### config.mk
export PLATFORM = sky130hd
export DESIGN_NAME = uart_tx_arbiter
export DESIGN_NICKNAME = d
export VERILOG_FILES = /design/src/rtl/uart_pkg.sv /design/src/rtl/rr_picker.sv /design/src/rtl/uart_tx_arbiter.sv
export SDC_FILE = /design/constraint.sdc
export NUM_CORES = 1
export LEC_CHECK = 0
export CORE_MARGIN = 2
export CORE_UTILIZATION = 52
export DETAILED_ROUTE_END_ITERATION = 8
export GPL_TIMING_DRIVEN = 1
export HOLD_SLACK_MARGIN = 0.03
export PLACE_DENSITY = 0.86
export SYNTH_ARGS = -nofsm -noshare
export SYNTH_HDL_FRONTEND = slang
export SYNTH_SLANG_ARGS = --single-unit
export TNS_END_PERCENT = 100
### constraint.sdc
create_clock -name clk -period 3.6 [get_ports clk]
set_input_delay 0.36 -clock clk [delete_from_list [all_inputs] [get_ports clk]]
set_output_delay 0.36 -clock clk [all_outputs]
set_load 0.05 [all_outputs]
### src/rtl/uart_pkg.sv
// Shared UART definitions: payload width, bit timing and the
// transmit arbiter state encoding.
package uart_pkg;

    localparam int UART_DW           = 8;
    localparam int UART_CLKS_PER_BIT = 10416;
    localparam int UART_TX_TIMEOUT   = 2 * UART_CLKS_PER_BIT;

    typedef enum logic [2:0] {
        ST_IDLE,
        ST_LOAD,
        ST_START,
        ST_WAIT_BUSY,
        ST_WAIT_DONE
    } tx_arb_state_e;

    function automatic int clog2(input int value);
        int r;
        r = 0;
        for (int i = 0; i < 31; i++) begin
            if ((1 << i) < value) begin
                r = i + 1;
            end
        end
        return r;
    endfunction

endpackage

### src/rtl/rr_picker.sv
// Round-robin selector: first set request scanning upward from
// the entry after the last grant, wrapping modulo NREQ.
module rr_picker
    import uart_pkg::*;
#(
    parameter int  NREQ = 4,
    localparam int IW   = clog2(NREQ)
) (
    input  logic [NREQ-1:0] i_req,
    input  logic [IW-1:0]   i_last,
    output logic            o_found,
    output logic [IW-1:0]   o_idx
);

    logic [IW-1:0] cand;

    // Walk from the far end so the nearest candidate is written last.
    always_comb begin
        o_found = 1'b0;
        o_idx   = '0;
        cand    = '0;
        for (int k = NREQ; k >= 1; k--) begin
            cand = IW'((int'(i_last) + k) % NREQ);
            if (i_req[cand]) begin
                o_found = 1'b1;
                o_idx   = cand;
            end
        end
    end

endmodule

### src/rtl/uart_tx_arbiter.sv
// Round-robin scheduler sharing one UART transmitter among NREQ
// byte streams, with message locking and stuck/abandon timeouts.
module uart_tx_arbiter
    import uart_pkg::*;
#(
    parameter int  NREQ    = 4,
    parameter int  DW      = UART_DW,
    parameter int  TIMEOUT = UART_TX_TIMEOUT,
    localparam int IW      = clog2(NREQ)
) (
    input  logic             clk,
    input  logic             i_reset,
    input  logic [NREQ-1:0]  i_req_valid,
    input  logic [NREQ*DW-1:0] i_req_data,
    input  logic [NREQ-1:0]  i_req_last,
    output logic [NREQ-1:0]  o_req_ready,
    output logic [DW-1:0]    o_tx_data,
    output logic             o_tx_start,
    input  logic             i_tx_busy,
    output logic [IW-1:0]    o_grant_id,
    output logic             o_active,
    output logic             o_err_timeout
);

    localparam int CW = clog2(TIMEOUT + 1);

    tx_arb_state_e state_q, state_d;
    logic [IW-1:0] grant_q, grant_d;
    logic [IW-1:0] last_grant_q, last_grant_d;
    logic          lock_q, lock_d;
    logic          last_q, last_d;
    logic          active_q, active_d;
    logic          err_q, err_d;
    logic [DW-1:0] data_q, data_d;
    logic [CW-1:0] cnt_q, cnt_d;

    logic          pick_found;
    logic [IW-1:0] pick_idx;
    logic          sel_valid;
    logic          timed_out;
    logic [DW-1:0] req_data [NREQ];

    for (genvar g = 0; g < NREQ; g++) begin : g_data
        assign req_data[g] = i_req_data[g*DW +: DW];
    end

    assign sel_valid = i_req_valid[grant_q];
    assign timed_out = (cnt_q >= CW'(TIMEOUT - 1));

    rr_picker #(
        .NREQ (NREQ)
    ) u_picker (
        .i_req   (i_req_valid),
        .i_last  (last_grant_q),
        .o_found (pick_found),
        .o_idx   (pick_idx)
    );

    always_comb begin
        state_d      = state_q;
        grant_d      = grant_q;
        last_grant_d = last_grant_q;
        lock_d       = lock_q;
        last_d       = last_q;
        active_d     = active_q;
        err_d        = err_q;
        data_d       = data_q;
        unique case (state_q)
            ST_IDLE: begin
                if (lock_q) begin
                    if (sel_valid) begin
                        state_d = ST_LOAD;
                    end else if (timed_out) begin
                        lock_d       = 1'b0;
                        err_d        = 1'b1;
                        active_d     = 1'b0;
                        last_grant_d = grant_q;
                    end
                end else if (pick_found) begin
                    grant_d  = pick_idx;
                    active_d = 1'b1;
                    state_d  = ST_LOAD;
                end
            end
            ST_LOAD: begin
                if (sel_valid) begin
                    data_d  = req_data[grant_q];
                    last_d  = i_req_last[grant_q];
                    state_d = ST_START;
                end else begin
                    active_d = lock_q;
                    state_d  = ST_IDLE;
                end
            end
            ST_START: begin
                state_d = ST_WAIT_BUSY;
            end
            ST_WAIT_BUSY: begin
                // Busy wins over a timeout reached in the same cycle.
                if (i_tx_busy) begin
                    state_d = ST_WAIT_DONE;
                end else if (timed_out) begin
                    err_d        = 1'b1;
                    lock_d       = 1'b0;
                    active_d     = 1'b0;
                    last_grant_d = grant_q;
                    state_d      = ST_IDLE;
                end
            end
            ST_WAIT_DONE: begin
                if (!i_tx_busy) begin
                    state_d = ST_IDLE;
                    if (last_q) begin
                        lock_d       = 1'b0;
                        last_grant_d = grant_q;
                        active_d     = 1'b0;
                    end else begin
                        lock_d = 1'b1;
                    end
                end
            end
            default: begin
                state_d = ST_IDLE;
            end
        endcase
    end

    always_comb begin
        if (state_d != state_q || (lock_q && !lock_d)) begin
            cnt_d = '0;
        end else if (cnt_q == CW'(TIMEOUT)) begin
            cnt_d = cnt_q;
        end else begin
            cnt_d = cnt_q + 1'b1;
        end
    end

    always_ff @(posedge clk or posedge i_reset) begin
        if (i_reset) begin
            state_q      <= ST_IDLE;
            grant_q      <= '0;
            last_grant_q <= IW'(NREQ - 1);
            lock_q       <= 1'b0;
            last_q       <= 1'b0;
            active_q     <= 1'b0;
            err_q        <= 1'b0;
            data_q       <= '0;
            cnt_q        <= '0;
        end else begin
            state_q      <= state_d;
            grant_q      <= grant_d;
            last_grant_q <= last_grant_d;
            lock_q       <= lock_d;
            last_q       <= last_d;
            active_q     <= active_d;
            err_q        <= err_d;
            data_q       <= data_d;
            cnt_q        <= cnt_d;
        end
    end

    always_comb begin
        o_req_ready = '0;
        if (state_q == ST_LOAD) begin
            o_req_ready[grant_q] = 1'b1;
        end
    end

    assign o_tx_start    = (state_q == ST_START);
    assign o_tx_data     = data_q;
    assign o_grant_id    = grant_q;
    assign o_active      = active_q;
    assign o_err_timeout = err_q;

endmodule

==> impl_metrics.sql <==
INSERT INTO impl_metrics (metric_group, metric, value, unit) VALUES
('timing', 'timing.final.hold_violations', '0', ''),
('clock_tree', 'root_buffer_cell', 'sky130_fd_sc_hd__clkbuf_8', ''),
('worst_setup_path', 'highest_net_fanout_along_the_worst_path', '17', ''),
('global_routing', 'globalRoute.totalOverflow', '0', ''),
('timing', 'finClkSkew', '0.01126', 'ns'),
('worst_setup_path', 'critical_path_buffer_and_inverter_count', '0', ''),
('clock_tree', 'cts_tree', 'yes', ''),
('place', 'placed_cells_incl_taps', '308', ''),
('clock_tree', 'post-cts-setup-buffers', '0', ''),
('worst_setup_path', 'cpPeakStageDelay', '0.81', 'ns'),
('pwr', 'pwr-share-clk', '19.8', '%'),
('worst_setup_path', 'worst_r2r_path_depth', '5', ''),
('flow_run', 'timing.max_cap.violations', '0', ''),
('cells_and_area', 'fillerInstances', '279', ''),
('timing', 'timing.final.max_slew_violations', '0', ''),
('routing', 'wl_per_cell', '16.84', 'µm'),
('timing', 'max_clk_rate', '362.4', 'MHz'),
('die', 'die_h', '68.28', 'µm'),
('pwr', 'total_power', '2.168', 'mW'),
('worst_setup_path', 'critical_path.startpoint', 'o_grant_id[0]', ''),
('timing', 'tightestPinTransition', '0.7203', 'ns'),
('global_routing', 'grt_max_degree', '35', ''),
('clock_tree', 'numCtsBuffers', '5', ''),
('yosys', 'postSynthRegisterBits', '34', ''),
('worst_setup_path', 'rr_startpoint', 'o_grant_id[0]', ''),
('place', 'numPortBuffers', '59', ''),
('run_status', 'result_of_the_run', 'finished clean', ''),
('cells_and_area', 'synthToLayoutAreaGrowth', '34.30', '%'),
('timing', 'finalSetupViolCount', '0', ''),
('pwr', 'internal_power', '1.255', 'mW'),
('global_routing', 'aggregate_global_route_resource_usage', '24.97', '%'),
('clock_tree', 'clock_slew_at_the_register_clock_pins_of_the_worst_setup_and_hold_paths', '0.08', 'ns'),
('clock_tree', 'worst_skew_pair.late_latency', '0.30', 'ns'),
('timing', 'post-route-min-period', '2.759', 'ns'),
('timing', 'final.hold.worst_slack', '0.4510', 'ns'),
('global_routing', 'wire_length_of_the_first_global_routing_pass', '8431', 'µm'),
('routing', 'ant_nets', '0', ''),
('yosys', 'synth-edff-count', '0', ''),
('routing', 'wire_length_after_detailed_routing', '5321', 'µm'),
('cells_and_area', 'finalInstanceArea', '0.002885', 'mm²'),
('die', 'die_w', '68.28', 'µm'),
('die', 'core_area', '0.004000', 'mm²'),
('yosys', 'ys_warn_count', '0', ''),
('worst_setup_path', 'r2r_end', 'cnt_q[10]', ''),
('clock_tree', 'clock_sinks', '34', ''),
('routing', 'detailroute.via_count', '1882', ''),
('yosys', 'synth_cells', '210', ''),
('timing', 'rsz_0062_raised_after_global_routing', 'no', ''),
('die', 'ios', '60', ''),
('routing', 'detail_route.vias_per_cell', '5.956', ''),
('place', 'dp_worst_setup_slack', '0.8089', 'ns'),
('hold_path', 'hold_class', 'primary input to asynchronous set/reset pin', ''),
('worst_setup_path', 'count_of_cell_instances_traversed_by_the_critical_path', '5', ''),
('clock_tree', 'clk_path_buf_depth', '2', ''),
('worst_setup_path', 'setup.worst_path.end_class', 'register', ''),
('pwr', 'switching_share', '42.12', '%'),
('routing', 'route.detailed.drc', '0', ''),
('cells_and_area', 'end_of_flow_core_utilization', '72.13', '%'),
('cells_and_area', 'final-instance-count-excl-fill', '316', ''),
('worst_setup_path', 'slowest_stage', 'sky130_fd_sc_hd__dfrtp_1', ''),
('cells_and_area', 'diodes', '0', ''),
('pwr', 'power.ir.vdd_worst', '0.0004865', 'V'),
('yosys', 'mappedNetlistArea', '0.002148', 'mm²'),
('die', 'fp.dieArea', '0.004661', 'mm²'),
('clock_tree', 'htree_num_levels', '2', ''),
('pwr', 'power.combinational.fraction', '49.5', '%'),
('timing', 'timing.final.crit_share', '76.65', '%'),
('routing', 'drt_first_pass_iters', '5', ''),
('cells_and_area', 'layout.nets', '310', ''),
('routing', 'detail_route.iter0.violations', '120', ''),
('yosys', 'netlist-cell-type-count', '51', '');
-- cells by family (layout without fill, tap and decap cells) --
kind of cell	Yosys count	after routing	synth area share (%)
DFF	34	34	39.72
muxes	23	23	18.06
adders and majority gates	2	2	1.165
and+or+nand+nor	84	84	19.98
AOI/OAI and AO/OA	36	36	11.88
xor gates and xnor gates	13	13	5.300
buffers and inverters	18	74	3.902
-- layout by cell type, fill, tap and decap left out, types with 2 or more instances in the layout --
master                            synthesis  layout
sky130_fd_sc_hd__nor2_1                  29      29
sky130_fd_sc_hd__mux2_2                  11      11
sky130_fd_sc_hd__mux2i_1                  2       2
sky130_fd_sc_hd__a21oi_1                  8       8
sky130_fd_sc_hd__a211o_1                  2       2
sky130_fd_sc_hd__clkbuf_8                 0       5
sky130_fd_sc_hd__clkdlybuf4s50_1          0      59
sky130_fd_sc_hd__o211ai_1                 3       3
sky130_fd_sc_hd__or3b_2                   2       2
sky130_fd_sc_hd__and4_1                   2       2
sky130_fd_sc_hd__nand3_1                  6       6
sky130_fd_sc_hd__a31oi_1                  2       2
sky130_fd_sc_hd__nand2b_1                 4       4
sky130_fd_sc_hd__a21o_1                   3       3
sky130_fd_sc_hd__mux4_1                   5       5
sky130_fd_sc_hd__dfstp_2                  2       2
sky130_fd_sc_hd__and3_1                   5       5
sky130_fd_sc_hd__o21ai_0                  4       4
sky130_fd_sc_hd__nor2b_1                  5       5
sky130_fd_sc_hd__mux4_2                   5       5
sky130_fd_sc_hd__nor3_1                   7       7
sky130_fd_sc_hd__a211oi_1                 2       2
sky130_fd_sc_hd__xnor2_1                  4       4
sky130_fd_sc_hd__ha_1                     2       2
sky130_fd_sc_hd__nand4_1                  4       4
sky130_fd_sc_hd__inv_1                    6       6
sky130_fd_sc_hd__nand2_1                 11      11
sky130_fd_sc_hd__bufinv_16                0       2
sky130_fd_sc_hd__dfrtp_1                 32      32
sky130_fd_sc_hd__xor2_1                   9       9
-- final cells by class --
cell class,count,area (µm²),area share [%]
multi-input cells,158,1211,41.98
flip-flops and latches,34,853.3,29.57
repair buffers,60,598.1,20.73
clock buffers,5,68.82,2.385
clock inverters,3,68.82,2.385
well taps,50,62.56,2.168
inverters,6,22.52,0.7806
-- routing by layer --
layer | wire length (µm) | share of wire (%) | GRT usage (%)
met5 | 0 | 0 | 0
met3 | 449 | 8.4 | 8.388
met1 | 2037 | 38 | 29.76
met2 | 2707 | 51 | 41.63
met4 | 127 | 2.4 | 9.500
-- power by group through the flow --
| stage | logic, mW | clock network [mW] | registers [mW] |
|---|---|---|---|
| floorplan | 0.666 | 0 | 0.770 |
| global placement | 1.04 | 0 | 0.660 |
| detailed placement | 1.07 | 0 | 0.670 |
| CTS | 1.08 | 0.433 | 0.664 |
| global route | 1.14 | 0.454 | 0.688 |
| finish | 1.07 | 0.429 | 0.665 |
-- worst min-delay path, cell delays in order --
cell and delay, ns:
sky130_fd_sc_hd__clkdlybuf4s50_1 0.39, sky130_fd_sc_hd__inv_1 0.05, sky130_fd_sc_hd__buf_4 0.38
-- synthesized netlist by cell type (2+ instances only) --
library cell / instances / share of area, %
sky130_fd_sc_hd__nand2_1: 11 / 1.9
sky130_fd_sc_hd__a31oi_1: 2 / 0.58
sky130_fd_sc_hd__nor2b_1: 5 / 1.5
sky130_fd_sc_hd__ha_1: 2 / 1.2
sky130_fd_sc_hd__o21ai_0: 4 / 0.93
sky130_fd_sc_hd__mux2_2: 11 / 5.8
sky130_fd_sc_hd__nand2b_1: 4 / 1.2
sky130_fd_sc_hd__a211oi_1: 2 / 0.70
sky130_fd_sc_hd__nor2_1: 29 / 5.1
sky130_fd_sc_hd__a211o_1: 2 / 0.82
sky130_fd_sc_hd__nand3_1: 6 / 1.4
sky130_fd_sc_hd__mux2i_1: 2 / 0.93
sky130_fd_sc_hd__nand4_1: 4 / 1.2
sky130_fd_sc_hd__xor2_1: 9 / 3.7
sky130_fd_sc_hd__mux4_2: 5 / 5.2
sky130_fd_sc_hd__nor3_1: 7 / 1.6
sky130_fd_sc_hd__and4_1: 2 / 0.82
sky130_fd_sc_hd__xnor2_1: 4 / 1.6
sky130_fd_sc_hd__a21oi_1: 8 / 1.9
sky130_fd_sc_hd__o211ai_1: 3 / 1.0
sky130_fd_sc_hd__a21o_1: 3 / 1.0
sky130_fd_sc_hd__dfstp_2: 2 / 2.4
sky130_fd_sc_hd__and3_1: 5 / 1.5
sky130_fd_sc_hd__buf_6: 2 / 1.0
sky130_fd_sc_hd__mux4_1: 5 / 6.1
sky130_fd_sc_hd__inv_1: 6 / 1.0
sky130_fd_sc_hd__dfrtp_1: 32 / 37
sky130_fd_sc_hd__clkbuf_1: 9 / 1.6
sky130_fd_sc_hd__or3b_2: 2 / 0.82
-- state kept, by name, summed over array words and instances, names as in the netlist --
| signal | count |
|---|---|
| o_grant_id | 2 |
| last_q | 1 |
| state_q | 3 |
| cnt_q | 15 |
| lock_q | 1 |
| o_tx_data | 8 |
| o_err_timeout | 1 |
| o_active | 1 |
| last_grant_q | 2 |
-- how the worst min path moves through the flow --
| stage | from | to | slack, ns | depth (start not counted) |
|---|---|---|---|---|
| 6_report | i_reset | o_tx_data[2] | 0.45 | 3 |
| 5_1_grt | i_reset | cnt_q[14] | 0.50 | 3 |
| 4_1_cts | i_reset | cnt_q[14] | 0.47 | 3 |
| 3_3_place_gp | o_err_timeout | o_err_timeout | 0.45 | 1 |
| 2_1_floorplan | last_q | last_q | 0.47 | 1 |
| 3_5_place_dp | o_err_timeout | o_err_timeout | 0.46 | 1 |
Power figures use the tool's default switching activity.
